$ cat config.mk
export PLATFORM = sky130hd
export DESIGN_NAME = seq_multiplier
export DESIGN_NICKNAME = d
export VERILOG_FILES = /design/src/rtl/seq_mult_pkg.sv /design/src/rtl/seq_multiplier.sv
export SDC_FILE = /design/constraint.sdc
export NUM_CORES = 1
export LEC_CHECK = 0
export CORE_MARGIN = 5
export CORE_UTILIZATION = 55
export DETAILED_ROUTE_END_ITERATION = 10
export PLACE_DENSITY = 0.78
export SKIP_LAST_GASP = 1
export SYNTH_ARGS = -nofsm -noshare
export SYNTH_HDL_FRONTEND = slang
export SYNTH_SLANG_ARGS = --single-unit
$ cat constraint.sdc
create_clock -name fast_clk -period 3.4 [get_ports fast_clk]
set_clock_uncertainty 0.2 [all_clocks]
set_input_delay 0.34 -clock fast_clk [delete_from_list [all_inputs] [get_ports fast_clk]]
set_output_delay 0.34 -clock fast_clk [all_outputs]
set_load 0.01 [all_outputs]
$ cat src/rtl/seq_mult_pkg.sv
// ============================================================================
// Module   : seq_mult_pkg
// Brief    : Shared types and helpers for the iterative shift-and-add multiplier
// Revision : 1.0 - initial release
// ============================================================================
`default_nettype none

package seq_mult_pkg;

    typedef enum logic [1:0] {IDLE, RUN, DONE} mult_state_t;

    // Widest operand abs_mag can handle; callers extend into this width.
    localparam int c_max_width = 64;

    // Magnitude of v when sgn is set and v is negative, otherwise v unchanged.
    // Callers sign-extend narrower operands so the most negative value maps to
    // its positive magnitude without wrapping.
    function automatic logic [c_max_width-1:0] abs_mag(
        input logic [c_max_width-1:0] v,
        input logic                   sgn
    );
        return (sgn && v[c_max_width-1]) ? (~v + c_max_width'(1)) : v;
    endfunction

endpackage

`default_nettype wire

$ cat src/rtl/seq_multiplier.sv
// ============================================================================
// Module   : seq_multiplier
// Brief    : Iterative signed/unsigned shift-and-add multiplier, WIDTH+1 cycles
// Revision : 1.0 - initial release
// ============================================================================
`default_nettype none

module seq_multiplier
    import seq_mult_pkg::*;
#(
    parameter int WIDTH = 4     // 2 .. c_max_width/2
) (
    input  logic                 fast_clk,
    input  logic                 rst,
    input  logic                 start,
    input  logic                 mode_signed,
    input  logic [WIDTH-1:0]     a,
    input  logic [WIDTH-1:0]     b,
    output logic                 busy,
    output logic                 done,
    output logic [2*WIDTH-1:0]   product
);

    localparam int c_cnt_w = $clog2(WIDTH);
    localparam int c_pw    = 2 * WIDTH;
    localparam int c_ext_w = c_max_width - WIDTH;

    mult_state_t          r_state;
    mult_state_t          w_state_next;
    logic                 r_busy;
    logic                 r_done;
    logic [c_pw-1:0]      r_product;

    logic [c_pw-1:0]      r_acc;
    logic [c_pw-1:0]      r_mcand;
    logic [WIDTH-1:0]     r_mplier;
    logic                 r_neg;
    logic [c_cnt_w-1:0]   r_cnt;

    logic                 w_accept;
    logic                 w_last;
    logic [c_max_width-1:0] w_a_ext;
    logic [c_max_width-1:0] w_b_ext;
    logic [c_max_width-1:0] w_a_abs;
    logic [c_max_width-1:0] w_b_abs;
    logic [c_pw-1:0]      w_acc_next;
    logic                 w_unused;

    assign w_accept = start && (r_state == IDLE || r_state == DONE);
    assign w_last   = (r_state == RUN) && (r_cnt == '0);

    // Sign-extend only in signed mode so abs_mag sees the true operand value.
    assign w_a_ext  = {{c_ext_w{mode_signed & a[WIDTH-1]}}, a};
    assign w_b_ext  = {{c_ext_w{mode_signed & b[WIDTH-1]}}, b};
    assign w_a_abs  = abs_mag(w_a_ext, mode_signed);
    assign w_b_abs  = abs_mag(w_b_ext, mode_signed);
    assign w_unused = ^{w_a_abs[c_max_width-1:WIDTH], w_b_abs[c_max_width-1:WIDTH]};

    assign w_acc_next = r_acc + (r_mplier[0] ? r_mcand : '0);

    always_comb begin
        w_state_next = r_state;
        case (r_state)
            IDLE:    if (start) w_state_next = RUN;
            RUN:     if (r_cnt == '0) w_state_next = DONE;
            DONE:    w_state_next = start ? RUN : IDLE;
            default: w_state_next = IDLE;
        endcase
    end

    always_ff @(posedge fast_clk or posedge rst) begin
        if (rst) begin
            r_state <= IDLE;
            r_busy  <= 1'b0;
            r_done  <= 1'b0;
        end else begin
            r_state <= w_state_next;
            r_busy  <= (w_state_next == RUN);
            r_done  <= (w_state_next == DONE);
        end
    end

    always_ff @(posedge fast_clk or posedge rst) begin
        if (rst) begin
            r_acc     <= '0;
            r_mcand   <= '0;
            r_mplier  <= '0;
            r_neg     <= 1'b0;
            r_cnt     <= '0;
            r_product <= '0;
        end else if (w_accept) begin
            r_acc     <= '0;
            r_mcand   <= {{WIDTH{1'b0}}, w_a_abs[WIDTH-1:0]};
            r_mplier  <= w_b_abs[WIDTH-1:0];
            r_neg     <= mode_signed & (a[WIDTH-1] ^ b[WIDTH-1]);
            r_cnt     <= c_cnt_w'(WIDTH - 1);
        end else if (r_state == RUN) begin
            r_acc     <= w_acc_next;
            r_mcand   <= r_mcand << 1;
            r_mplier  <= r_mplier >> 1;
            r_cnt     <= r_cnt - c_cnt_w'(1);
            // Final partial product is folded in on the same edge as the sign fix-up.
            if (w_last) begin
                r_product <= r_neg ? (-w_acc_next) : w_acc_next;
            end
        end
    end

    assign busy    = r_busy;
    assign done    = r_done;
    assign product = r_product;

endmodule

`default_nettype wire

Word level (Yosys, flattened, before mapping)
Cells that the tools add are included.
{ "totals": {"in_bits": 12, "regBits": 35, "wordCells": 50, "ram_bits": 0, "latch_bits": 0, "output_inout_bits": 10, "mem_count": 0, "rom_bits": 0} }
{ "op_classes": {"reduce_logical": 9, "order_cmp": 0, "n_mux": 16, "multipliers": 0, "addsub": 5, "shift": 0, "n_bitwise": 7, "eq_ne": 4, "div_mod_pow": 0} }
{ "op_table": {"columns": ["operator", "count"], "rows": [
  ["$mux W8", 6],
  ["$mux W4", 4],
  ["$add A4 B1 Y4 const B", 2],
  ["$add A8 B8 Y8", 1],
  ["$mux W2", 4],
  ["$neg A8 Y8", 1],
  ["$not A4 Y4", 2],
  ["$pmux W2 S3", 1],
  ["$eq A2 B1 Y1 const B", 2],
  ["$eq A2 B2 Y1 const B", 2],
  ["$logic_and A1 B1 Y1", 4],
  ["$logic_not A2 Y1", 2],
  ["$and A1 B1 Y1", 3],
  ["$reduce_and A3 Y1", 1],
  ["$reduce_bool A2 Y1", 1],
  ["$sub A2 B1 Y2 const B", 1],
  ["$logic_or A1 B1 Y1", 1],
  ["$mux W1", 1],
  ["$not A1 Y1", 1],
  ["$xor A1 B1 Y1", 1]
]} }

Depth between registers and ports, before layout
{ "logic_depth": {"ltp_word": 5, "mapped_depth": 9, "mapped_depth_nobuf": 9} }

Worst setup path before layout
OpenSTA, ideal clock, no wires.
{ "synth_path": {"path_kind": "register to register", "startpoint": "register r_mplier[0]", "endpoint": "register r_product[7] (netlist: product[7])", "setup_ns": 0.132, "setup_slack_ns": 0.613, "path_buffers": 0, "path_stages_with_launch": 10, "t_required_ns": 3.068, "period_less_slack_ns": 2.787, "arrival_ns": 2.455, "path_cell_list": "dfrtp_1 > and2_1 > ha_1 > fa_1 > xor2_1 > or3_1 > a221oi_2 > o211ai_1 > o211ai_1 > or3b_1"} }
{ "synth_via": {"elab_chain_cells": 4} }
{ "synth_rtl": {"columns": ["item", "line_no", "rtl"], "rows": [
  ["start: declaration", "seq_multiplier.sv:36", "logic [WIDTH-1:0] r_mplier;"],
  ["start signal: assignment", "seq_multiplier.sv:94", "r_mplier <= w_b_abs[WIDTH-1:0];"],
  ["start signal: assignment", "seq_multiplier.sv:100", "r_mplier <= r_mplier >> 1;"],
  ["$mux W8 (*)", "seq_multiplier.sv:59", "assign w_acc_next = r_acc + (r_mplier[0] ? r_mcand : '0);"],
  ["$add A8 B8 Y8 (*)", "seq_multiplier.sv:59", null],
  ["$neg A8 Y8", "seq_multiplier.sv:104", "r_product <= r_neg ? (-w_acc_next) : w_acc_next;"],
  ["$mux W8 (*)", "seq_multiplier.sv:104", null],
  ["end signal: assignment", "seq_multiplier.sv:104", null],
  ["end: declaration", "seq_multiplier.sv:32", "logic [c_pw-1:0] r_product;"]
]} }
Mark *: on every way between the ends. The rest lies on a longest branch, timed or not.
A chain may end at the register's enable or synchronous reset.

Worst setup path after layout
Ends and elaborated chain as after synthesis.

==> results by group <==
STA
  – TNS Setup: 0 ps
  – Max-Slew Margin vs Limit: 0.589
  – Minimum clock period: 2990 ps
  – Final period util: 0.880
  – Final Setup Violations: 0
  – Max Clk Rate: 334 MHz
  – Slew @ Worst Pin: 611 ps
  – RSZ-0062 raised after global routing: false
  – Final WS setup: 407 ps
  – Final hold vios: 0
  – Slew Limit Fails: 0

Min path
  – Worst Hold Path EP: r_cnt[0]
  – Hold path cells: 1
  – Hold WC Path Type: register to register
  – Hold wc startpoint: r_cnt[0]

Detailed routing
  – Vias: 1642
  – Initial drt markers: 135
  – Wire length per cell: 14.5 µm
  – Post-route DRC: 0
  – Avg Vias per Cell: 5.70
  – Antenna viol nets, final: 0
  – Initial DRT Pass Iterations: 4
  – Drt total wl: 4170 µm

Layout
  – Layout area overhead: 18.9%
  – Fillcell total: 297
  – Layout net count: 263
  – Final std cells w/o fill: 288
  – Antenna Cells: 0
  – Layout cell share with drive strength beyond 1: 0.0792

Setup path
  – FF-to-FF Start: r_mplier[0]
  – R2R depth: 9
  – Reg-to-reg endpoint: product[7]
  – Setup CP Type: register to register
  – Worst Setup End Kind: register
  – Worst endpoint data arrival time: 2970 ps
  – R2R Setup Slk: 410 ps
  – CP Launch Type: register
  – Crit path max fanout: 9
  – Worst EP required: 3380 ps

Synthesis
  – Cells after synthesis: 215
  – Async S/R FF share, synth: 1.00
  – Sequential element share of the synthesized area: 0.429
  – Post-synth EDFFs: 0
  – Post-synth design cell area: 0.00204 mm²
  – #FFs+latches synth: 35
  – Synth Flop Type: dfrtp_1
  – Yosys warning count: 0
  – Mean Syn Cell Area: 9.50 µm²
  – Syn nets: 239
  – Synth unique cells: 46

Placed design
  – Placer Congestion: 0.862
  – DP Worst Slack: 423 ps
  – DP HPWL: 3120 µm
  – Placed cell count: 279
  – PortBufs: 21

Global route
  – Antenna violations before repair: 0
  – Total GRT Usage: 0.180
  – Largest net degree at the start of global routing: 35
  – Global-route wire length before repair: 7110 µm
  – GRT overflow: 0
  – Vias in the first global route: 1575

Run
  – Max Cap Viol: 0

Clock tree
  – Clock latency at the later pin of the worst-skew pair: 290 ps
  – Clock tree buffer depth: 2
  – CTS sink count: 35
  – CTS tree: built
  – CTS buffer count: 5
  – H-tree depth: 2
  – Post-cts resize count: 0
  – CTS Root Cell: clkbuf_8
  – Reg clk slew, reported paths: 80 ps

Floorplan
  – Core ar.: 0.00363 mm²
  – Die Wd: 71.0 µm
  – Die area: 0.00503 mm²
  – Top Ports: 22
  – Die Ht: 71.0 µm
  – Initial core utilization: 0.562
  – Rows: 22

Pwr
  – PwrDens: 922 mW/mm²
  – Worst VDD drop: 584 µV
  – Lkg Pwr: 1.14 nW

Run status
  – Status: completed
power by group:
group / switching [W] / total [W] / internal [W]
registers: 0.000119 / 0.000714 / 0.000595
clock network: 0.000154 / 0.000372 / 0.000218
logic: 0.000631 / 0.00115 / 0.000521
total: 0.000904 / 0.00224 / 0.00133
worst max-delay path, stage by stage, from the launching register on:
cell and delay (ps):
dfrtp_1 440, and2_1 190, ha_1 210, fa_1 420, a211oi_1 330, o21bai_1 160
a221oi_2 320, o211ai_1 160, o211ai_1 120, or3b_1 350
synth_stat cells (2+ instances only):
library cell / number / area [µm²]
dfrtp_1: 35 / 876
nand2_1: 25 / 93.8
o21ai_0: 23 / 115
inv_1: 13 / 48.8
nor2_1: 13 / 48.8
and2_1: 11 / 68.8
ha_1: 11 / 138
clkbuf_1: 8 / 30.0
a22o_1: 7 / 61.3
a22oi_1: 6 / 45.0
xor2_1: 6 / 52.6
mux2i_1: 4 / 40.0
nand2b_1: 4 / 25.0
nand3_1: 4 / 20.0
o31ai_1: 4 / 30.0
or3_1: 3 / 18.8
xnor2_1: 3 / 26.3
a21o_1: 2 / 15.0
a21oi_1: 2 / 10.0
nor2b_1: 2 / 12.5
nor3_1: 2 / 10.0
o211ai_1: 2 / 15.0
o21bai_1: 2 / 15.0
cell type report:
| class | count | area [µm²] | share of cell area |
|---|---|---|---|
| multi-input cells | 159 | 1090 | 0.448 |
| flip-flops and latches | 35 | 876 | 0.361 |
| clock buffers | 5 | 68.8 | 0.0283 |
| well taps | 48 | 60.1 | 0.0247 |
| inverters | 13 | 48.8 | 0.0201 |
| clock inverters | 3 | 43.8 | 0.0180 |
| repair buffers | 25 | 243 | 0.0999 |
flip-flops by register name, summed over array words and instances (netlist names):
name / cells
busy: 1
done: 1
product: 8
r_acc: 8
r_cnt: 2
r_mcand: 8
r_mplier: 4
r_neg: 1
r_state: 2
placed cells by master (no fill, tap or decap), types with 5 or more instances in the layout:
| cell type | synthesis | final |
|---|---|---|
| and2_1 | 11 | 11 |
| inv_1 | 13 | 13 |
| nor2_1 | 13 | 13 |
| xor2_1 | 6 | 6 |
| o21ai_0 | 23 | 23 |
| dfrtp_1 | 35 | 35 |
| clkdlybuf4s50_1 | 0 | 21 |
| ha_1 | 11 | 11 |
| clkbuf_8 | 0 | 5 |
| a22oi_1 | 6 | 6 |
| a22o_1 | 7 | 7 |
| nand2_1 | 25 | 25 |
stage by stage:
step           utilization  power (W)  instance area (µm²)  hold WS, ps
4_1_cts              0.668    0.00226                 2430          273
3_3_place_gp         0.635    0.00184                 2310          255
3_5_place_dp         0.635    0.00187                 2310          259
6_report             0.668    0.00224                 2430          274
2_1_floorplan            -    0.00153                 2040          240
5_1_grt              0.668    0.00242                 2430          314
kinds of logic after synthesis:
| kind of cell | count (synthesis) | synth area share |
|---|---|---|
| AND/OR/NAND/NOR | 76 | 0.192 |
| AO/OA/AOI/OAI | 58 | 0.206 |
| flip-flops | 35 | 0.429 |
| buffers and inverters | 21 | 0.0386 |
| adder cells (fa/ha/maj) | 12 | 0.0772 |
| XOR/XNOR | 9 | 0.0386 |
| multiplexers | 4 | 0.0196 |
per-layer routing:
layer / part of all wire / wire length [µm] / GRT usage
met5: 0 / 0 / 0
met2: 0.49 / 2050 / 0.295
met4: 0.034 / 141 / 0.109
met1: 0.43 / 1800 / 0.216
met3: 0.042 / 176 / 0.0398
repair_timing:
item / CTS / global route
endpoints found under the hold margin: 1 / 0
setup buffers: 0 / 0
hold buffers: 1 / 0
how the worst max path moves through the flow:
stage | start | end
floorplan | r_mplier[0] | product[7]
global placement | r_mplier[0] | product[7]
detailed placement | r_mplier[0] | product[7]
CTS | r_mplier[0] | product[7]
global route | r_mplier[0] | product[7]
finish | r_mplier[0] | product[7]
Power figures use the tool's default switching activity.
